File: src/rtl/game_pkg.sv
// Shared definitions for the game flow controller: state encoding,
// default keycodes and timing constants.
package game_pkg;

    typedef enum logic [2:0] {
        ST_MENU  = 3'd0,
        ST_START = 3'd1,
        ST_PLAY  = 3'd2,
        ST_PAUSE = 3'd3,
        ST_OVER  = 3'd4
    } game_state_t;

    localparam logic [7:0] KEY_ENTER_CODE      = 8'd40;
    localparam logic [7:0] KEY_ESC_CODE        = 8'd41;
    localparam logic [7:0] KEY_PAUSE_CODE      = 8'd19;
    localparam int         OVER_FRAMES_DEFAULT = 180;

endpackage

File: src/rtl/frame_edge_sync.sv
// Brings the asynchronous VGA frame strobe into the Clk domain and emits a
// registered one-Clk pulse three Clk edges after each rising edge.
module frame_edge_sync (
    input  logic Clk,
    input  logic Reset,
    input  logic async_in,
    output logic rise_pulse
);

    logic sync1_q, sync1_d;
    logic sync2_q, sync2_d;
    logic prev_q,  prev_d;
    logic rise_q,  rise_d;

    // Next-state for the synchroniser chain and rising-edge detector.
    always_comb begin
        sync1_d = async_in;
        sync2_d = sync1_q;
        prev_d  = sync2_q;
        rise_d  = sync2_q & ~prev_q;
    end

    // Synchroniser, edge history and pulse registers with synchronous reset.
    always_ff @(posedge Clk) begin
        // NOTE: sequential state uses non-blocking assignments so every flop
        // samples the pre-edge values and the chain shifts by exactly one stage.
        if (!Reset) begin
            sync1_q <= 1'b0;
            sync2_q <= 1'b0;
            prev_q  <= 1'b0;
            rise_q  <= 1'b0;
        end else begin
            sync1_q <= sync1_d;
            sync2_q <= sync2_d;
            prev_q  <= prev_d;
            rise_q  <= rise_d;
        end
    end

    assign rise_pulse = rise_q;

endmodule

File: src/rtl/game_flow_ctrl.sv
// Top-level game flow: MENU/START/PLAY/PAUSE/OVER state machine, key-event
// detection, frame gating, OVER timeout and high-score tracking.
module game_flow_ctrl
    import game_pkg::*;
#(
    parameter int         OVER_FRAMES = OVER_FRAMES_DEFAULT,
    parameter logic [7:0] KEY_ENTER   = KEY_ENTER_CODE,
    parameter logic [7:0] KEY_ESC     = KEY_ESC_CODE,
    parameter logic [7:0] KEY_PAUSE   = KEY_PAUSE_CODE
) (
    input  logic        Clk,
    input  logic        Reset,
    input  logic        frame_clk,
    input  logic [7:0]  keycode,
    input  logic        doodle_fell,
    input  logic [15:0] score,
    output logic [2:0]  state,
    output logic        game_rst,
    output logic        frame_tick,
    output logic        run_en,
    output logic [15:0] hi_score,
    output logic        new_record
);

    localparam int               CNT_W   = $clog2(OVER_FRAMES + 1);
    localparam logic [CNT_W-1:0] CNT_MAX = CNT_W'(OVER_FRAMES);

    game_state_t      state_q, state_d;
    logic [7:0]       key_prev_q, key_prev_d;
    logic [CNT_W-1:0] over_cnt_q, over_cnt_d;
    logic [15:0]      hi_score_q, hi_score_d;
    logic             new_record_q, new_record_d;
    logic             game_rst_q, game_rst_d;

    logic             frame_edge;
    logic             key_ev;
    logic             enter_ev;
    logic             esc_ev;
    logic             pause_ev;
    logic [CNT_W-1:0] over_cnt_inc;

    frame_edge_sync u_frame_edge_sync (
        .Clk        (Clk),
        .Reset      (Reset),
        .async_in   (frame_clk),
        .rise_pulse (frame_edge)
    );

    // Key events: a new non-zero code; a held key fires only once.
    always_comb begin
        key_prev_d = keycode;
        key_ev     = (keycode != 8'd0) && (keycode != key_prev_q);
        enter_ev   = key_ev && (keycode == KEY_ENTER);
        esc_ev     = key_ev && (keycode == KEY_ESC);
        pause_ev   = key_ev && (keycode == KEY_PAUSE);
    end

    // Next state, OVER counter, high score and record flag.
    always_comb begin
        // NOTE: every signal written here gets a default first so no path
        // through the case leaves it unassigned and infers a latch.
        state_d      = state_q;
        over_cnt_d   = over_cnt_q;
        hi_score_d   = hi_score_q;
        new_record_d = new_record_q;
        over_cnt_inc = (over_cnt_q == CNT_MAX) ? over_cnt_q : over_cnt_q + CNT_W'(1);

        case (state_q)
            ST_MENU: begin
                if (enter_ev) state_d = ST_START;
            end
            ST_START: begin
                over_cnt_d = '0;
                state_d    = ST_PLAY;
            end
            ST_PLAY: begin
                if (esc_ev)           state_d = ST_MENU;
                else if (doodle_fell) state_d = ST_OVER;
                else if (pause_ev)    state_d = ST_PAUSE;
            end
            ST_PAUSE: begin
                if (pause_ev)      state_d = ST_PLAY;
                else if (esc_ev)   state_d = ST_MENU;
            end
            ST_OVER: begin
                if (frame_edge) over_cnt_d = over_cnt_inc;
                // Enter takes precedence over the timeout landing on the same Clk.
                if (enter_ev)                                        state_d = ST_START;
                else if (frame_edge && (over_cnt_inc == CNT_MAX))    state_d = ST_MENU;
            end
            default: state_d = ST_MENU;
        endcase

        // Score is judged only on the Clk the game ends by falling.
        if ((state_q == ST_PLAY) && (state_d == ST_OVER)) begin
            if (score > hi_score_q) begin
                hi_score_d   = score;
                new_record_d = 1'b1;
            end else begin
                new_record_d = 1'b0;
            end
        end

        if ((state_d == ST_START) || (state_d == ST_MENU)) new_record_d = 1'b0;

        // The reset pulse is aligned with the START state itself.
        game_rst_d = (state_d == ST_START);
    end

    // Controller registers with synchronous active-low reset.
    always_ff @(posedge Clk) begin
        if (!Reset) begin
            state_q      <= ST_MENU;
            key_prev_q   <= 8'd0;
            over_cnt_q   <= '0;
            hi_score_q   <= 16'd0;
            new_record_q <= 1'b0;
            game_rst_q   <= 1'b0;
        end else begin
            state_q      <= state_d;
            key_prev_q   <= key_prev_d;
            over_cnt_q   <= over_cnt_d;
            hi_score_q   <= hi_score_d;
            new_record_q <= new_record_d;
            game_rst_q   <= game_rst_d;
        end
    end

    assign state      = state_q;
    assign game_rst   = game_rst_q;
    assign run_en     = (state_q == ST_PLAY);
    assign frame_tick = frame_edge && (state_q == ST_PLAY);
    assign hi_score   = hi_score_q;
    assign new_record = new_record_q;

endmodule

File: config.mk
export PLATFORM = sky130hd
export DESIGN_NAME = game_flow_ctrl
export DESIGN_NICKNAME = d
export VERILOG_FILES = /design/src/rtl/game_pkg.sv /design/src/rtl/frame_edge_sync.sv /design/src/rtl/game_flow_ctrl.sv
export SDC_FILE = /design/constraint.sdc
export NUM_CORES = 1
export LEC_CHECK = 0
export ABC_CLOCK_PERIOD_IN_PS = 2850
export CORE_AREA = 2 2 99 101
export CTS_CLUSTER_DIAMETER = 200
export CTS_CLUSTER_SIZE = 20
export DETAILED_ROUTE_END_ITERATION = 8
export DIE_AREA = 0 0 101 103
export DONT_BUFFER_PORTS = 1
export PLACE_DENSITY_LB_ADDON = 0.08
export SKIP_CTS_REPAIR_TIMING = 1
export SLEW_MARGIN = 10
export SYNTH_ARGS = -nofsm -noshare
export SYNTH_HDL_FRONTEND = slang
export SYNTH_HIERARCHICAL = 1
export SYNTH_SLANG_ARGS = --single-unit
export TNS_END_PERCENT = 5
File: constraint.sdc
create_clock -name Clk -period 2.85 [get_ports Clk]
set_clock_uncertainty 0.05 [all_clocks]
set_input_delay 0.7125 -clock Clk [delete_from_list [all_inputs] [get_ports Clk]]
set_output_delay 0.7125 -clock Clk [all_outputs]
set_load 0.03 [all_outputs]
# Word-level counts from Yosys, hierarchy flattened
# Cells that the tools add are included.
# word_totals
ff_bits	41
input_bits	28
elab_cells	56
# op_classes
add_sub_neg	1
n_lt_le_gt_ge	1
eq_ne	13
n_mux	13
bitwise_logic	3
reduce_logical	15
# ops
cell	n
$mux W3	8
$eq A8 B6 Y1 const B	2
$eq A8 B8 Y1 const B	2
$gt A16 B16 Y1	1
$mux W8	2
$pmux W8 S2	1
$pmux W3 S5	1
$add A8 B1 Y8 const B	1
$eq A8 B5 Y1 const B	1
$ne A8 B8 Y1	1
$reduce_bool A8 Y1	1
$logic_and A1 B1 Y1	7
$eq A3 B1 Y1 const B	2
$eq A3 B2 Y1 const B	2
$eq A3 B3 Y1 const B	2
$logic_not A3 Y1	2
$reduce_and A2 Y1	2
$ne A2 B1 Y1 const B	1
$not A1 Y1	2
$reduce_bool A2 Y1	1
$reduce_or A2 Y1	1
$and A1 B1 Y1	1
$logic_or A1 B1 Y1	1
$mux W1	1

# Longest topological paths before layout
# logic_depth
ltp_word	10
depth_mapped	9
depth_no_buf	8

# Cells and area by module
# Netlist, hierarchy kept.
# by_module_without_submodules
mod	instances	cells_per_inst	area_each_um2	seq_area_each_um2
game_flow_ctrl	1	257	2192.1	740.7
frame_edge_sync	1	8	111.4	80.1

# Least setup slack after synthesis
# No wires, ideal clock.
# synth_timing
path_type	input to register
startpoint	in score[13]
endpoint	reg hi_score_q[10], in the netlist hi_score[10]
arrival_time_ns	2.452
t_required_ns	2.728
setup_slack_ns	0.277
cell_stages	8
path_cell_list	ha_1 nand4_2 nor2_2 nand2_1 o311a_1 nor3_4 buf_12 mux2i_1
# synth_via
elab_chain_cells	2
# synth_lines
item	line_no	source
start, declared	game_flow_ctrl.sv:16	input logic [15:0] score,
$gt A16 B16 Y1	game_flow_ctrl.sv:96	if (score > hi_score_q) begin
$reduce_and A2 Y1 (no line)	--	
end signal, assigned	game_flow_ctrl.sv:123	hi_score_q <= hi_score_d;
end, declared	game_flow_ctrl.sv:31	logic [15:0] hi_score_q, hi_score_d;
# No other way between the ends.
# A chain may end at the register's enable or synchronous reset.

# Worst setup path in the final report
# layout_timing
startpoint	reg state_q[1], in the netlist state[1]
endpoint	out frame_tick
# layout_via
elab_chain_cells	2
# layout_lines
item	line_no	source
start, declared	game_flow_ctrl.sv:28	game_state_t state_q, state_d;
start signal, assigned	game_flow_ctrl.sv:120	state_q <= state_d;
$eq A3 B2 Y1	game_flow_ctrl.sv:132	assign frame_tick = frame_edge && (state_q == ST_PLAY);
$logic_and A1 B1 Y1	game_flow_ctrl.sv:132	
end, declared	game_flow_ctrl.sv:19	output logic frame_tick,
# No other way between the ends.

==> metrics <==
VDD IR max=0.1551 mV; Least-Margin Pin Slew=0.5368 ns; Clk Latency, worst-skew pair=0.30 ns; Net count, final=326; worst setup path endpoint=frame_tick; Core Area=9459 sq um; 1st-pass router iterations=4; Vias=1,817; Worst Setup Start Kind=flop; status=finished clean; f_max=411.7 MHz; Clock Pin Slew Worst Setup and Hold Paths=0.08 ns; syn nets=311; maximum root-to-sink buffer count=2; Max-slew headroom=64.16%; Max Slew Vio Count=0; Fillers=1,029; global-route wire length before repair=9.066 mm; R2R depth=8; Unique masters post-synth=53; Worst R2R Setup Slack=0.53 ns; # IOs=51; RSZ-0062 raised after global routing=no; Post-DP HPWL=4.036 mm; Cells after Synth=265; vias in the first global route=1,914; crit path DAT=1.67 ns; Crit. End Element=output pin; Finished Cell Area=2649 sq um; chip height=103 um; critical path's largest stage delay=0.67 ns; cts bufs inserted=5; required time of the critical path=2.09 ns; CTS tree=yes; CP max stage cell=dfxtp_1; largest net degree at the start of global routing=52; Post-Route WL=5.434 mm; Die ar.=10,400 sq um; Mapped Area=2303 sq um; Remaining Overflow, GRT=0; Async S/R FF share, synth=0%; fin crit period=2.429 ns; post-DR vias/cell=4.600; RR Startpoint=over_cnt_q[0]$_SDFFE_PN0P_; period utilisation layout=85.22%; H-tree depth=2; hold crit path type=flop to flop; Placer Congestion=0.7707; leading area contributor after synthesis=dfxtp_1; starting density of the core=24.35%; Crit Path Max Fanout=8; Synth Register Bits=41; area delta synth->final=14.99%; WL/cell=13.76 um; Tot GR Track Use=11.20%; Routed Antenna Nets=0; leakage power=0.9649 nW; Avg Synthesized Cell Area=8.692 sq um; critical path class=flop to output pin; Setup violations, final=0; Antenna diodes=0; Max-Cap Viols=0; die width=101 um; pwr/cell area=434.3 nW/um^2; largest cells by area after synthesis=dfxtp_1, ha_1, mux2i_1; initial antenna violation count=0; Rows=36; clk sink count=41; synth warn=6; commonest non-fill, non-tap cells in the layout=nand2_1, dfxtp_1, inv_1; Final Hold Viols=0; drt initial violations=32; I/O Buffers=0; layout cell share with drive strength beyond 1=12.10%; number of flops mapped to enable cells by yosys=0; Synth top area share=35.63%; Worst Setup SP=state[1]$_SDFF_PN0_; Post-route DRC=0; most common cell after layout, fill and taps aside=nand2_1; setup TNS=0 ns; R2R Path End=new_record$_SDFFE_PP0P_; worst path cell trace=nand2b_1 > nor2_1 > and2_1; Primary FF master, synth=dfxtp_1; Clock Root Buffer=clkbuf_8; Placed Area=2532 sq um; Seq/Total Area, Yosys=35.63%
==> layout make-up <==
cell class / count / area [sq um] / share of cell area, %
clock buffers: 7 / 86.33 / 3.259
clock inverters: 1 / 30.03 / 1.134
inverters: 21 / 78.83 / 2.976
multi-input cells: 195 / 1358 / 51.25
flip-flops and latches: 41 / 820.8 / 30.99
well taps: 114 / 142.6 / 5.385
repair buffers: 16 / 132.6 / 5.007
==> cells in the mapped netlist (2+ instances only) <==
master and count:
nand2_1 43, dfxtp_1 41, inv_1 21, ha_1 18, mux2i_1 17, a21oi_1 14
nor2_1 11, and2_1 9, xnor2_1 9, o21ai_0 8, clkbuf_1 7, nand3_1 5
nor3_1 5, nand4_1 4, and2_2 3, nand2b_1 3, a21o_1 2, a22o_1 2
a31oi_1 2, and3_1 2, nand4bb_1 2, nor2b_1 2, nor3b_1 2, nor4_1 2
o211ai_2 2, o21a_1 2
==> routing by layer <==
metal / part of all wire (%) / vias to the layer above / track usage, %
li1: - / 947 / -
met1: 46 / 821 / 13.11
met2: 45 / 41 / 18.56
met3: 7.9 / 8 / 4.746
met4: 1.4 / 0 / 3.742
met5: 0 / - / 0
==> registers in the layout, indices dropped and copies added (netlist names), 3 cells and up <==
name / count
hi_score: 16
over_cnt_q: 8
state: 3
key_prev_q: 8
==> power by group <==
part,total [mW],internal (mW),leakage (nW),switching (mW)
registers,0.584,0.581,0.333,0.00367
logic,0.0636,0.0340,0.574,0.0296
clock network,0.503,0.286,0.0585,0.217
total,1.15,0.901,0.965,0.250
==> worst max-delay path: cells and delay by family, from the launching register on <==
| family | cells | cell delay, ns |
|---|---|---|
| simple gates | 3 | 0.70 |
| flops | 1 | 0.67 |
==> kinds of logic after synthesis <==
logic type      Yosys count  synth area share [%]
simple gates            105                 24.88
compound gates           45                 13.09
flops                    41                 35.63
buf+inv                  29                 5.432
fa+ha+maj                18                 9.777
mux                      17                 7.387
xor+xnor                 10                 3.803
==> worst min path at each step <==
| stage | endpoint | cells after the start | startpoint | slack, ns |
|---|---|---|---|---|
| 2_1_floorplan | over_cnt_q[7]$_SDFFE_PN0P_ | 1 | over_cnt_q[7]$_SDFFE_PN0P_ | 0.36 |
| 3_3_place_gp | u_frame_edge_sync/prev_d$_SDFF_PN0_ | 1 | u_frame_edge_sync/sync1_q$_SDFF_PN0_ | 0.38 |
| 3_5_place_dp | u_frame_edge_sync/prev_d$_SDFF_PN0_ | 1 | u_frame_edge_sync/sync1_q$_SDFF_PN0_ | 0.38 |
| 4_1_cts | over_cnt_q[7]$_SDFFE_PN0P_ | 1 | over_cnt_q[7]$_SDFFE_PN0P_ | 0.40 |
| 5_1_grt | u_frame_edge_sync/prev_d$_SDFF_PN0_ | 1 | u_frame_edge_sync/sync1_q$_SDFF_PN0_ | 0.43 |
| 6_report | u_frame_edge_sync/prev_d$_SDFF_PN0_ | 1 | u_frame_edge_sync/sync1_q$_SDFF_PN0_ | 0.40 |
==> stage by stage <==
stage	setup WS (ns)	power [mW]	hold slack, ns	utilization (%)	cells
floorplan	0.2768	0.6580	0.3645	-	265
global placement	0.2008	0.6631	0.3794	26.77	387
detailed placement	0.2806	0.6629	0.3833	26.77	387
CTS	0.4086	1.179	0.4043	28.00	395
global route	0.2871	1.204	0.4323	28.00	395
finish	0.4212	1.150	0.4036	28.00	395
Note: power is estimated with default switching activity, not from simulation.
